==> config.mk <==
export PLATFORM = sky130hd
export DESIGN_NAME = display_mux_scan_flat
export DESIGN_NICKNAME = d
export VERILOG_FILES = /design/src/rtl/display_mux_scan_if.sv /design/src/rtl/display_mux_scan.sv /design/src/flat_wrapper.sv
export SDC_FILE = /design/constraint.sdc
export NUM_CORES = 1
export LEC_CHECK = 0
export ABC_AREA = 1
export BUFFER_PORTS_ARGS = -buffer_cell sky130_fd_sc_hd__buf_2
export CAP_MARGIN = 20
export CELL_PAD_IN_SITES_DETAIL_PLACEMENT = 0
export CELL_PAD_IN_SITES_GLOBAL_PLACEMENT = 1
export CORE_MARGIN = 3
export CORE_UTILIZATION = 46
export DETAILED_ROUTE_END_ITERATION = 16
export GPL_TIMING_DRIVEN = 0
export PLACE_DENSITY = 0.95
export SKIP_LAST_GASP = 1
export SYNTH_ARGS = -nofsm -noshare
export SYNTH_HDL_FRONTEND = slang
export SYNTH_SLANG_ARGS = --single-unit
==> constraint.sdc <==
create_clock -name clk -period 3.7 [get_ports clk]
set_input_delay 0.37 -clock clk [delete_from_list [all_inputs] [get_ports clk]]
set_output_delay 0.37 -clock clk [all_outputs]
set_load 0.01 [all_outputs]
==> src/rtl/display_mux_scan_if.sv <==
// rtl/display_mux_scan_if.sv - load/display bundle for the multiplexed 7-segment scanner
interface display_mux_scan_if #(
  parameter int N_DIGITS = 4
);
  logic [4*N_DIGITS-1:0] data_in;
  logic [N_DIGITS-1:0]   dp_in;
  logic                  load;
  logic                  blank_lz_en;
  logic [6:0]            seg_out;
  logic                  dp_out;
  logic [N_DIGITS-1:0]   an_out;
  logic                  frame_tick;
  logic                  update_pending;

  modport master (
    output data_in, dp_in, load, blank_lz_en,
    input  seg_out, dp_out, an_out, frame_tick, update_pending
  );

  modport slave (
    input  data_in, dp_in, load, blank_lz_en,
    output seg_out, dp_out, an_out, frame_tick, update_pending
  );
endinterface

==> src/rtl/display_mux_scan.sv <==
// rtl/display_mux_scan.sv - time-multiplexed N-digit 7-segment driver with frame-aligned updates
module display_mux_scan #(
  parameter int N_DIGITS       = 4,
  parameter int REFRESH_DIV    = 50000,
  parameter int SEG_ACTIVE_LOW = 1,
  parameter int AN_ACTIVE_LOW  = 1
) (
  input logic               clk,
  input logic               rst,
  display_mux_scan_if.slave bus
);
  localparam int DIV_W = $clog2(REFRESH_DIV);
  localparam int IDX_W = (N_DIGITS > 1) ? $clog2(N_DIGITS) : 1;
  localparam logic [DIV_W-1:0]    DIV_LAST = DIV_W'(REFRESH_DIV - 1);
  localparam logic [IDX_W-1:0]    IDX_LAST = IDX_W'(N_DIGITS - 1);
  localparam logic [6:0]          SEG_INV  = {7{SEG_ACTIVE_LOW != 0}};
  localparam logic                DP_INV   = (SEG_ACTIVE_LOW != 0);
  localparam logic [N_DIGITS-1:0] AN_INV   = {N_DIGITS{AN_ACTIVE_LOW != 0}};

  logic [DIV_W-1:0]      div_cnt;
  logic [IDX_W-1:0]      idx;
  logic [4*N_DIGITS-1:0] pend_data;
  logic [N_DIGITS-1:0]   pend_dp;
  logic                  upd_pending;
  logic [4*N_DIGITS-1:0] shadow_data;
  logic [N_DIGITS-1:0]   shadow_dp;

  logic [6:0]            seg_q;
  logic                  dp_q;
  logic [N_DIGITS-1:0]   an_q;
  logic                  tick_q;

  logic                  digit_end;
  logic                  boundary;
  logic [3:0]            active_nib;
  logic                  active_dp;
  logic                  active_blank;
  logic [N_DIGITS-1:0]   an_onehot;
  logic                  zero_run;
  logic [6:0]            seg_next;

  function automatic logic [6:0] seg_decode(input logic [3:0] nib);
    case (nib)
      4'h0: seg_decode = 7'h3F;
      4'h1: seg_decode = 7'h06;
      4'h2: seg_decode = 7'h5B;
      4'h3: seg_decode = 7'h4F;
      4'h4: seg_decode = 7'h66;
      4'h5: seg_decode = 7'h6D;
      4'h6: seg_decode = 7'h7D;
      4'h7: seg_decode = 7'h07;
      4'h8: seg_decode = 7'h7F;
      4'h9: seg_decode = 7'h6F;
      4'hA: seg_decode = 7'h77;
      4'hB: seg_decode = 7'h7C;
      4'hC: seg_decode = 7'h39;
      4'hD: seg_decode = 7'h5E;
      4'hE: seg_decode = 7'h79;
      default: seg_decode = 7'h71;
    endcase
  endfunction

  assign digit_end = (div_cnt == DIV_LAST);
  assign boundary  = digit_end && (idx == IDX_LAST);

  // Walk digits from the most significant down so zero_run tells whether
  // every nibble at or above k is zero, which is the blanking condition.
  always_comb begin
    active_nib   = 4'h0;
    active_dp    = 1'b0;
    active_blank = 1'b0;
    an_onehot    = '0;
    zero_run     = 1'b1;
    for (int k = N_DIGITS - 1; k >= 0; k--) begin
      zero_run = zero_run && (shadow_data[4*k +: 4] == 4'h0);
      if (idx == IDX_W'(k)) begin
        active_nib   = shadow_data[4*k +: 4];
        active_dp    = shadow_dp[k];
        active_blank = bus.blank_lz_en && (k != 0) && zero_run;
        an_onehot[k] = 1'b1;
      end
    end
  end

  assign seg_next = active_blank ? 7'h00 : seg_decode(active_nib);

  always_ff @(posedge clk) begin
    if (rst) begin
      div_cnt     <= '0;
      idx         <= '0;
      pend_data   <= '0;
      pend_dp     <= '0;
      upd_pending <= 1'b0;
      shadow_data <= '0;
      shadow_dp   <= '0;
      seg_q       <= SEG_INV;
      dp_q        <= DP_INV;
      an_q        <= AN_INV;
      tick_q      <= 1'b0;
    end else begin
      div_cnt <= digit_end ? '0 : div_cnt + DIV_W'(1);
      if (digit_end) begin
        idx <= (idx == IDX_LAST) ? '0 : idx + IDX_W'(1);
      end

      // A load on the boundary bypasses pending so it lands in the very next frame.
      if (boundary) begin
        if (bus.load) begin
          shadow_data <= bus.data_in;
          shadow_dp   <= bus.dp_in;
          upd_pending <= 1'b0;
        end else if (upd_pending) begin
          shadow_data <= pend_data;
          shadow_dp   <= pend_dp;
          upd_pending <= 1'b0;
        end
      end else if (bus.load) begin
        pend_data   <= bus.data_in;
        pend_dp     <= bus.dp_in;
        upd_pending <= 1'b1;
      end

      seg_q  <= seg_next ^ SEG_INV;
      dp_q   <= active_dp ^ DP_INV;
      an_q   <= an_onehot ^ AN_INV;
      tick_q <= (div_cnt == '0) && (idx == '0);
    end
  end

  assign bus.seg_out        = seg_q;
  assign bus.dp_out         = dp_q;
  assign bus.an_out         = an_q;
  assign bus.frame_tick     = tick_q;
  assign bus.update_pending = upd_pending;
endmodule

==> src/flat_wrapper.sv <==
// flat-port wrapper written by rule: the top's interface ports become plain ports
module display_mux_scan_flat 
#(
  parameter int N_DIGITS       = 4,
  parameter int REFRESH_DIV    = 50000,
  parameter int SEG_ACTIVE_LOW = 1,
  parameter int AN_ACTIVE_LOW  = 1
)
  (clk, rst, bus_data_in, bus_dp_in, bus_load, bus_blank_lz_en, bus_seg_out, bus_dp_out, bus_an_out, bus_frame_tick, bus_update_pending);
  display_mux_scan_if #(.N_DIGITS(N_DIGITS)) bus_i ();
  input logic clk;
  input logic rst;
  input wire logic [$bits(bus_i.data_in)-1:0] bus_data_in;
  input wire logic [$bits(bus_i.dp_in)-1:0] bus_dp_in;
  input wire logic [$bits(bus_i.load)-1:0] bus_load;
  input wire logic [$bits(bus_i.blank_lz_en)-1:0] bus_blank_lz_en;
  output wire logic [$bits(bus_i.seg_out)-1:0] bus_seg_out;
  output wire logic [$bits(bus_i.dp_out)-1:0] bus_dp_out;
  output wire logic [$bits(bus_i.an_out)-1:0] bus_an_out;
  output wire logic [$bits(bus_i.frame_tick)-1:0] bus_frame_tick;
  output wire logic [$bits(bus_i.update_pending)-1:0] bus_update_pending;
  assign bus_i.data_in = bus_data_in;
  assign bus_i.dp_in = bus_dp_in;
  assign bus_i.load = bus_load;
  assign bus_i.blank_lz_en = bus_blank_lz_en;
  assign bus_seg_out = bus_i.seg_out;
  assign bus_dp_out = bus_i.dp_out;
  assign bus_an_out = bus_i.an_out;
  assign bus_frame_tick = bus_i.frame_tick;
  assign bus_update_pending = bus_i.update_pending;
  display_mux_scan #(.N_DIGITS(N_DIGITS), .REFRESH_DIV(REFRESH_DIV), .SEG_ACTIVE_LOW(SEG_ACTIVE_LOW), .AN_ACTIVE_LOW(AN_ACTIVE_LOW)) u_core (.clk(clk), .rst(rst), .bus(bus_i));
endmodule
# --- Word-level counts from Yosys, hierarchy flattened ---
# Memories as Yosys holds them, arrays and structs flattened.
# Index checks and enable logic that the tools add are counted.
word_totals:
  regBits: 72
  mem_bits_ro: 112
  in_bits: 24
  output_inout_bits: 14
  word_cells: 61
  mem_count: 1
classes:
  n_addsub: 2
  n_eq_ne: 4
  mux: 22
  n_bitwise: 4
  reduce_logical: 17
memory_table:
  columns: ["memory", "words", "word_bits", "read_ports", "rd_ports_with_merged_regs", "wr", "line_no", "rtl"]
  rows:
  - ["(name not given)", 16, 7, 1, 0, 0, "display_mux_scan.sv:43", "case (nib)"]
op_table:
  columns: ["op", "count"]
  rows:
  - ["2-to-1 mux 16 bit", 2]
  - ["2-to-1 mux 4 bit", 6]
  - ["adder 16 x 1 -> 16 bit (second input constant)", 1]
  - ["equality test 16 bit (second input constant)", 1]
  - ["logical NOT 16 bit", 1]
  - ["logical NOT 4 bit", 3]
  - ["2-to-1 mux 1 bit", 12]
  - ["logical AND 1 bit", 7]
  - ["2-to-1 mux 7 bit", 1]
  - ["inverter 7 bit", 1]
  - ["equality test 2 bit (second input constant)", 2]
  - ["inverter 4 bit", 1]
  - ["AND reduction 2 bit", 2]
  - ["OR reduction 2 bit", 2]
  - ["adder 2 x 1 -> 2 bit (second input constant)", 1]
  - ["equality test 2 x 1 -> 1 bit (second input constant)", 1]
  - ["logical NOT 2 bit", 1]
  - ["2-to-1 mux 2 bit", 1]
  - ["inverter 1 bit", 2]
  - ["nonzero test 2 bit", 1]

# --- Logic depth before layout (Yosys ltp) ---
# Gate-level depths: netlist of the first run.
depth:
  ltp_word: 8
  mapped_depth: 14

# --- Least setup slack after synthesis of the first run ---
# Ideal clock, no wire load.
synth_path:
  kind: "register to register"
  startpoint: "register u_core.idx[0]"
  endpoint: "register u_core.seg_q[3] (netlist: u_core.bus.seg_out[3])"
  setup_ps: 121
  t_arrival_ps: 1815
  required_ps: 3579
  path_slack_ps: 1763
  path_stages_with_launch: 12
  path_cell_list: "dfxtp_1 inv_1 ha_1 buf_2 nor2_1 nand2_1 nand3_1 nand2_1 ha_1 nand3b_1 nand3_1 nand3_1"
synth_between:
  elab_chain_len: 8
  elab_cells_between_ends: 15
synth_lines:
  columns: ["element", "line_no", "rtl"]
  rows:
  - ["from (decl)", "display_mux_scan.sv:21", "logic [IDX_W-1:0] idx;"]
  - ["from (signal assigned)", "display_mux_scan.sv:103", "idx <= (idx == IDX_LAST) ? '0 : idx + IDX_W'(1);"]
  - ["equality test 2 bit", "display_mux_scan.sv:76", "if (idx == IDX_W'(k)) begin"]
  - ["2-to-1 mux 4 bit (4 in series)", "display_mux_scan.sv:76", null]
  - ["memory (16 x 7 bit)", null, null]
  - ["2-to-1 mux 7 bit *", "display_mux_scan.sv:85", "assign seg_next = active_blank ? 7'h00 : seg_decode(active_nib);"]
  - ["inverter 7 bit (no line) *", null, null]
  - ["to (signal assigned)", "display_mux_scan.sv:123", "seg_q <= seg_next ^ SEG_INV;"]
  - ["to (decl)", "display_mux_scan.sv:28", "logic [6:0] seg_q;"]
# Mark *: on every way between the ends. The rest lies on a longest branch, timed or not.
# A chain may end at the register's enable or synchronous reset.

# --- Worst setup path in the final report of the first run ---
# Ends and elaborated chain as after synthesis.

==> qor.csv, run 1 <==
stage;metric;value;unit
synth;post-synth cell types;31;
floorplanning;DIE AREA;9400;um^2
synth;sequential-to-total area share from yosys stat;0.379;
clock_tree;worst skew pair latency;0.35;ns
clock_tree;clock tree buffer depth;2;
route;per-cell routed wire length;12.4;um
route;DR WL met3;522;um
route;Via density;4.89;
setup_path;Max Fanout on Critical Path;10;
setup_path;Worst setup SP type;flop;
layout;share of cells above drive strength 1;0.193;
route;highest metal used;met4;
placement;DP HPWL;6310;um
clock_tree;cts hold-fix bufs;0;
layout;# diodes;0;
worst_hold_path;Hold Path Class;input port to flop;
sta;Slew headroom;0.662;
layout;fillcell total;782;
sta;unrepaired setup endpoints after global routing;no;
synth;Post-Syn Nets;571;
layout;P&R area growth vs syn;13.8;%
layout;nets;618;
synth;syn avg cell area;7.12;um^2
placement;port bufs;36;
global_routing;initial antenna violation count;0;
global_routing;Overflow after GRT;0;
setup_path;Critical Path Sink Type;flop;
sta;fin crit share;0.607;
route;routed via count;3371;
pwr;Max IR drop VDD;0.174;mV
route;Met1 Wirelength;3950;um
global_routing;largest net degree at the start of global routing;12;
pwr;Leak Pwr;2.08;nW
clock_tree;post-CTS resize count;0;
floorplanning;Chip Height;97.0;um
route;Post-Route WL;8570;um
layout;area occupied by multi-input gates;2020;um^2
floorplanning;core area;7890;um^2
sta;Post-Route Skew;0.00742;ns
sta;pin slew with the least headroom to its limit;0.507;ns
job;MaxCap Viol Count;0;
sta;final hold vios;0;
floorplanning;# rows;32;
route;Initial DRT Pass Iterations;5;
route;Routed met2 length;3960;um
synth;Yosys warning count;0;
setup_path;CP Class;flop to flop;
global_routing;global-route wire length before repair;14800;um
layout;Sequential Area;1440;um^2
synth;synthesized area;3810;um^2
synth;largest area contributor in the netlist;dfxtp_1;
synth;#FFs+latches synth;72;
clock_tree;Worst-path clk slew;0.07;ns
status;run status;completed;
global_routing;gr usage total;0.190;
setup_path;CP arrival;2.48;ns
sta;Fmax achieved;445;MHz
sta;min cycle time layout;2.25;ns
clock_tree;CTS HTree Levels;3;
floorplanning;I/O pin total;38;
clock_tree;CTS Buf Count;9;
global_routing;vias in the first global route;3371;
sta;setup tns final;0;ns
route;DRC viols;0;
route;Starting DRT DRC Count;148;
placement;global placer's final weighted congestion;0.851;
layout;utilization after layout;0.549;
route;Post-DRT Antenna Nets;0;
sta;# setup viols final;0;
clock_tree;CTS root buffer;clkbuf_8;
synth;synth top area cells;dfxtp_1, nand2_1, nor2_1;
synth;top cell type's share of synthesized area;0.379;
floorplanning;DIE WIDTH;97.0;um
synth;post-synthesis cell count;535;
pwr;P per Cell Area;370;nW/um^2
clock_tree;Sinks on Clock Net;72;
clock_tree;total setup buffers inserted after CTS;0;
setup_path;Required @ worst endpoint;3.93;ns
sta;Slew Limit Fails;0;
floorplanning;Starting Density;0.483;
clock_tree;TritonCTS clock tree;yes;
==> cells in the mapped netlist <==
master       n
nand3b_1    21
nor4b_1      1
a2bb2oi_1    1
nor2_4       1
xnor2_1      2
ha_1        12
or2_0        3
nand2_1    127
nand2_2      6
buf_4        1
buf_6        5
nor3b_1      1
nand4_1     10
nand3_4      1
clkbuf_1     7
inv_2        2
nor2_1      96
o21ai_0     11
nand2_4      1
nand3_2      2
nand3_1     35
mux2_2      20
a21oi_1     15
nor2_2      11
buf_2       11
o21ai_2      1
xor2_1       2
dfxtp_1     72
nor4_1       1
inv_1       52
nor3_1       4
==> cell families (layout without fill, tap and decap cells) <==
kind of cell | count (synthesis) | in the layout | synth area share
buf+inv | 78 | 130 | 0.0914
fa+ha+maj | 12 | 12 | 0.0394
compound gates | 28 | 28 | 0.0388
xor+xnor | 4 | 4 | 0.00920
simple gates | 321 | 321 | 0.384
mux | 20 | 20 | 0.0592
flops | 72 | 72 | 0.379
==> final cells by class <==
type	count	area share
Buffer	24	0.0335
Clock buffer	14	0.0422
Clock inverter	2	0.00809
Inverter	54	0.0468
Multi-Input combinational cell	385	0.466
Sequential cell	72	0.333
Tap cell	102	0.0295
Timing Repair Buffer	36	0.0416
==> sequential cells by signal, indices dropped and copies added (netlist names) <==
register,count
u_core.shadow_data,16
u_core.bus.an_out,4
u_core.bus.frame_tick,1
u_core.bus.seg_out,7
u_core.shadow_dp,4
u_core.pend_dp,4
u_core.bus.update_pending,1
u_core.bus.dp_out,1
u_core.pend_data,16
u_core.div_cnt,16
u_core.idx,2
==> power by group <==
part	switching [mW]	total [mW]	leakage [nW]	internal (mW)
combinational	0.0657	0.124	1.38	0.0584
clock	0.284	0.669	0.113	0.385
sequential	0.0116	0.810	0.589	0.799
==> critical path: stages (launching register included) <==
cell and delay, ns:
dfxtp_1 0.38, inv_1 0.10, ha_1 0.25, buf_2 0.18
o21ai_0 0.20, nand2_1 0.08, nand2_1 0.06, nand2_1 0.14
inv_1 0.14, ha_1 0.23, nand3b_1 0.19, nand3_1 0.11
nand3_1 0.07
==> metrics by stage <==
step	hold WS, ns	setup WS [ns]	power, mW	cells	area [um^2]
2_1_floorplan	0.411	1.76	0.911	535	3810
3_3_place_gp	0.441	1.50	0.948	673	4120
3_5_place_dp	0.460	1.46	0.952	673	4120
4_1_cts	0.205	1.44	1.62	689	4330
5_1_grt	0.222	1.19	1.67	689	4330
6_report	0.216	1.45	1.60	689	4330
==> final timing paths <==
check / from / end / slack [ns] / depth (start not counted)
worst max-delay path: u_core.idx[0]$_SDFFE_PP0P_ / u_core.bus.seg_out[3]$_SDFF_PP1_ / 1.45 / 12
worst min-delay path: rst / u_core.idx[1]$_SDFFE_PP0P_ / 0.22 / 2
worst max register to register: u_core.idx[0]$_SDFFE_PP0P_ / u_core.bus.seg_out[3]$_SDFF_PP1_ / 1.45 / 12
worst min register to register: u_core.shadow_dp[0]$_SDFFE_PP0P_ / u_core.bus.dp_out$_SDFF_PP1_ / 0.46 / 1
==> layout by cell type, fill, tap and decap left out, types with 2 or more instances in the layout <==
master,count
buf_2,47
nand3_2,2
nand3_1,35
nand4_1,10
nor2_1,96
nand2_1,127
xnor2_1,2
a21oi_1,15
dfxtp_1,72
nor2_2,11
inv_2,2
nand2_2,6
clkbuf_1,8
o21ai_0,11
nand3b_1,21
mux2_2,20
ha_1,12
clkbuf_8,13
inv_1,52
nor3_1,4
buf_6,5
xor2_1,2
or2_0,3
==> per-layer routing <==
| metal | global-route usage | vias to the layer above |
|---|---|---|
| met5 | 0 | - |
| met4 | 0.0875 | 0 |
| met2 | 0.316 | 86 |
| met3 | 0.0411 | 14 |
| met1 | 0.232 | 1496 |
| li1 | - | 1775 |
(Power assumes the default switching activity.)
==> run 2: changes to the inputs <==
--- a/config.mk
+++ b/config.mk
@@ -5,16 +5,16 @@
 export SDC_FILE = /design/constraint.sdc
 export NUM_CORES = 1
 export LEC_CHECK = 0
-export ABC_AREA = 1
+export ABC_AREA = 0
 export BUFFER_PORTS_ARGS = -buffer_cell sky130_fd_sc_hd__buf_2
 export CAP_MARGIN = 20
 export CELL_PAD_IN_SITES_DETAIL_PLACEMENT = 0
 export CELL_PAD_IN_SITES_GLOBAL_PLACEMENT = 1
 export CORE_MARGIN = 3
-export CORE_UTILIZATION = 46
+export CORE_UTILIZATION = 40
 export DETAILED_ROUTE_END_ITERATION = 16
 export GPL_TIMING_DRIVEN = 0
-export PLACE_DENSITY = 0.95
+export PLACE_DENSITY = 0.86
 export SKIP_LAST_GASP = 1
 export SYNTH_ARGS = -nofsm -noshare
 export SYNTH_HDL_FRONTEND = slang
==> constraint.sdc (replaced) <==
create_clock -name clk -period 1.9 [get_ports clk]
set_input_delay 0.19 -clock clk [delete_from_list [all_inputs] [get_ports clk]]
set_output_delay 0.19 -clock clk [all_outputs]
set_load 0.01 [all_outputs]
==> run 2 against run 1 <==
- total power is 95% higher
- critical endpoint is now u_core.bus.seg_out[4]$_SDFF_PP1_
- register-to-register slack worse by 1.6 ns
- worst setup slack worse by 1.6 ns
- the run now ends with negative setup slack left
- non-clock buffer count is 26 higher
==> qor.csv, run 2 <==
stage;metric;value;unit;change
floorplanning;# rows;32;;unchanged
clock_tree;Sinks on Clock Net;72;;unchanged
setup_path;RR Startpoint;u_core.idx[0]$_SDFFE_PP0P_;;unchanged
synth;post-synthesis cell count;370;;was 535
synth;Commonest cells post-synth;dfxtp_1, nand2_1, nor2_1, mux2i_1, a21oi_1;;was nand2_1, nor2_1, dfxtp_1, inv_1, nand3_1
status;failing checks;negative setup slack;;
sta;setup tns final;-0.661;ns;was 0 ns
setup_path;Required @ worst endpoint;2.11;ns;was 3.93 ns
synth;synth top area cells;dfxtp_1, mux2i_1, a211oi_2;;was dfxtp_1, nand2_1, nor2_1
clock_tree;cts hold-fix bufs;0;;unchanged
pwr;P per Cell Area;696;nW/um^2;was 370 nW/um^2
layout;commonest non-fill, non-tap cells in the layout;dfxtp_1, nand2_1, nor2_1;;was nand2_1, nor2_1, dfxtp_1
clock_tree;TritonCTS clock tree;yes;;unchanged
route;Starting DRT DRC Count;95;;was 148
global_routing;vias in the first global route;2665;;was 3371
layout;Largest regs;u_core.div_cnt: 16 flops, u_core.pend_data: 16 flops, u_core.shadow_data: 16 flops;;unchanged
synth;number of flops mapped to enable cells by yosys;0;;unchanged
global_routing;initial antenna violation count;0;;unchanged
layout;most common cell after layout, fill and taps aside;dfxtp_1;;was nand2_1
setup_path;Critical Path Sink Type;flop;;unchanged
worst_hold_path;hold path depth;3;;was 2
synth;top cell type's share of synthesized area;0.428;;was 0.379
sta;Slew Limit Fails;0;;unchanged
floorplanning;Starting Density;0.423;;was 0.483
placement;port bufs;36;;unchanged
layout;# diodes;0;;unchanged
clock_tree;CTS Buf Count;9;;unchanged
synth;syn avg cell area;9.10;um^2;was 7.12 um^2
setup_path;CP arrival;2.25;ns;was 2.48 ns
route;Routed met2 length;4040;um;was 3960 um
setup_path;Worst setup SP type;flop;;unchanged
sta;min cycle time layout;2.04;ns;was 2.25 ns
layout;P&R area growth vs syn;33.5;%;was 13.8%
global_routing;Overflow after GRT;0;;unchanged
floorplanning;core area;7970;um^2;was 7890 um^2
setup_path;CP Class;flop to flop;;unchanged
synth;asr flop ratio synth;0;;unchanged
sta;fin crit share;1.08;;was 0.607
route;Post-Route WL;8390;um;was 8570 um
setup_path;r2r worst-path depth;8;;was 12
floorplanning;I/O pin total;38;;unchanged
route;Met1 Wirelength;3820;um;was 3950 um
placement;DP HPWL;5350;um;was 6310 um
sta;Slew headroom;0.452;;was 0.662
route;DR WL met3;303;um;was 522 um
global_routing;largest net degree at the start of global routing;13;;was 12
status;run status;complete, but fails checks;;was completed
clock_tree;Worst-path clk slew;0.08;ns;was 0.07 ns
route;Post-DRT Antenna Nets;0;;unchanged
synth;largest area contributor in the netlist;dfxtp_1;;unchanged
global_routing;gr usage total;0.164;;was 0.190
clock_tree;clock tree buffer depth;2;;unchanged
clock_tree;CTS HTree Levels;3;;unchanged
worst_hold_path;hold endpoint;u_core.pend_data[9]$_SDFFE_PP0P_;;was u_core.idx[1]$_SDFFE_PP0P_
sta;Post-Route Skew;0.00669;ns;was 0.00742 ns
floorplanning;Chip Height;97.8;um;was 97.0 um
placement;Place WS;-0.292;ns;was 1.46 ns
global_routing;global-route wire length before repair;12600;um;was 14800 um
setup_path;FF-to-FF setup slack;-0.14;ns;was 1.45 ns
floorplanning;DIE AREA;9560;um^2;was 9400 um^2
clock_tree;worst skew pair latency;0.35;ns;about the same
route;DRC viols;0;;unchanged
synth;Post-Syn Nets;406;;was 571
sta;unrepaired setup endpoints after global routing;yes;;was no
synth;count leader, synth;dfxtp_1;;was nand2_1
synth;Primary FF master, synth;dfxtp_1;;unchanged
worst_hold_path;Hold Path Class;input port to flop;;unchanged
setup_path;Worst R2R End;u_core.bus.seg_out[4]$_SDFF_PP1_;;was u_core.bus.seg_out[3]$_SDFF_PP1_
sta;setup ws final;-0.145;ns;was 1.45 ns
route;Via density;5.11;;was 4.89
layout;share of cells above drive strength 1;0.362;;was 0.193
route;per-cell routed wire length;15.2;um;was 12.4 um
pwr;Tot Pwr;3.13;mW;was 1.60 mW
placement;global placer's final weighted congestion;0.842;;was 0.851
synth;post-synth cell types;49;;was 31
layout;nets;482;;was 618
sta;pin slew with the least headroom to its limit;0.821;ns;was 0.507 ns
route;highest metal used;met4;;unchanged
setup_path;Max Fanout on Critical Path;6;;was 10
sta;Fmax achieved;489;MHz;was 445 MHz
floorplanning;DIE WIDTH;97.8;um;was 97.0 um
route;Initial DRT Pass Iterations;4;;was 5
route;routed via count;2821;;was 3371
clock_tree;CTS root buffer;clkbuf_8;;unchanged
job;MaxCap Viol Count;0;;unchanged
synth;sequential-to-total area share from yosys stat;0.428;;was 0.379
synth;synthesized area;3370;um^2;was 3810 um^2
worst_hold_path;min-delay src;bus_data_in[9];;was rst
sta;final hold vios;0;;unchanged
synth;Yosys warning count;0;;unchanged
pwr;Leak Pwr;1.69;nW;was 2.08 nW
synth;#FFs+latches synth;72;;unchanged
pwr;Max IR drop VDD;0.623;mV;was 0.174 mV
sta;# setup viols final;7;;was 0
## run 2: per-layer routing
metal,up-vias,global-route usage
met3,20,0.0414
met1,1312,0.205
met2,58,0.276
met5,-,0
li1,1431,-
met4,0,0.0543
## run 2: cell type report
type                       instances  area, um^2
buffer                            21         153
clock buffer                      10         138
clock inverter                     5        81.3
fill                             675        3470
inverter                          10        45.0
multi-input combinational        267        2050
sequential                        72        1460
tap                              102         128
timing repair buffer              65         444
## run 2: through the flow
step | cells | hold slack, ns | utilization | instance area (um^2)
finish | 552 | 0.0875 | 0.564 | 4500
global route | 552 | 0.0827 | 0.564 | 4500
CTS | 542 | 0.0805 | 0.536 | 4270
detailed placement | 508 | 0.447 | 0.472 | 3760
global placement | 508 | 0.441 | 0.472 | 3760
floorplan | 370 | 0.315 | - | 3460
## run 2: cell families (layout without fill, tap and decap cells)
kind of cell,after synthesis,in the layout,synth area share
flip-flops,72,72,0.428
buffers and inverters,31,111,0.0435
XOR/XNOR,14,14,0.0364
adder cells (fa/ha/maj),12,12,0.0446
AO/OA/AOI/OAI,65,65,0.161
AND/OR/NAND/NOR,149,149,0.206
multiplexers,27,27,0.0806
## run 2: critical path, stage by stage, from the launching register on
cell and delay [ns]:
dfxtp_4 0.39, inv_4 0.04, ha_4 0.15, buf_6 0.13
nand3b_1 0.19, a311o_2 0.47, and2_1 0.22, a22oi_1 0.20
o211ai_1 0.11
## run 2: repair_timing
item                                    CTS  global route
endpoints found under the setup margin   58            48
buffers inserted                         17            11
gates cloned                              2             0
pin swaps                                11            33
resized for setup                        29            44
## run 2: power by group
| group | total, mW | leakage [nW] | internal, mW | switching, mW |
|---|---|---|---|---|
| combinational | 0.213 | 0.991 | 0.0874 | 0.126 |
| sequential | 1.57 | 0.591 | 1.55 | 0.0218 |
| clock | 1.35 | 0.108 | 0.768 | 0.581 |
| total | 3.13 | 1.69 | 2.40 | 0.728 |
## run 2: worst max-delay path by stage
stage                                             to                       start  depth (start not counted)  slack [ns]
floorplan           u_core.bus.seg_out[3]$_SDFF_PP1_  u_core.idx[0]$_SDFFE_PP0P_                         11       -0.09
global placement    u_core.bus.seg_out[3]$_SDFF_PP1_  u_core.idx[0]$_SDFFE_PP0P_                         11       -0.27
detailed placement  u_core.bus.seg_out[3]$_SDFF_PP1_  u_core.idx[0]$_SDFFE_PP0P_                         11       -0.29
CTS                 u_core.bus.seg_out[3]$_SDFF_PP1_  u_core.idx[1]$_SDFFE_PP0P_                         11       -0.19
global route        u_core.bus.seg_out[4]$_SDFF_PP1_  u_core.idx[0]$_SDFFE_PP0P_                          9       -0.24
finish              u_core.bus.seg_out[4]$_SDFF_PP1_  u_core.idx[0]$_SDFFE_PP0P_                          8       -0.14
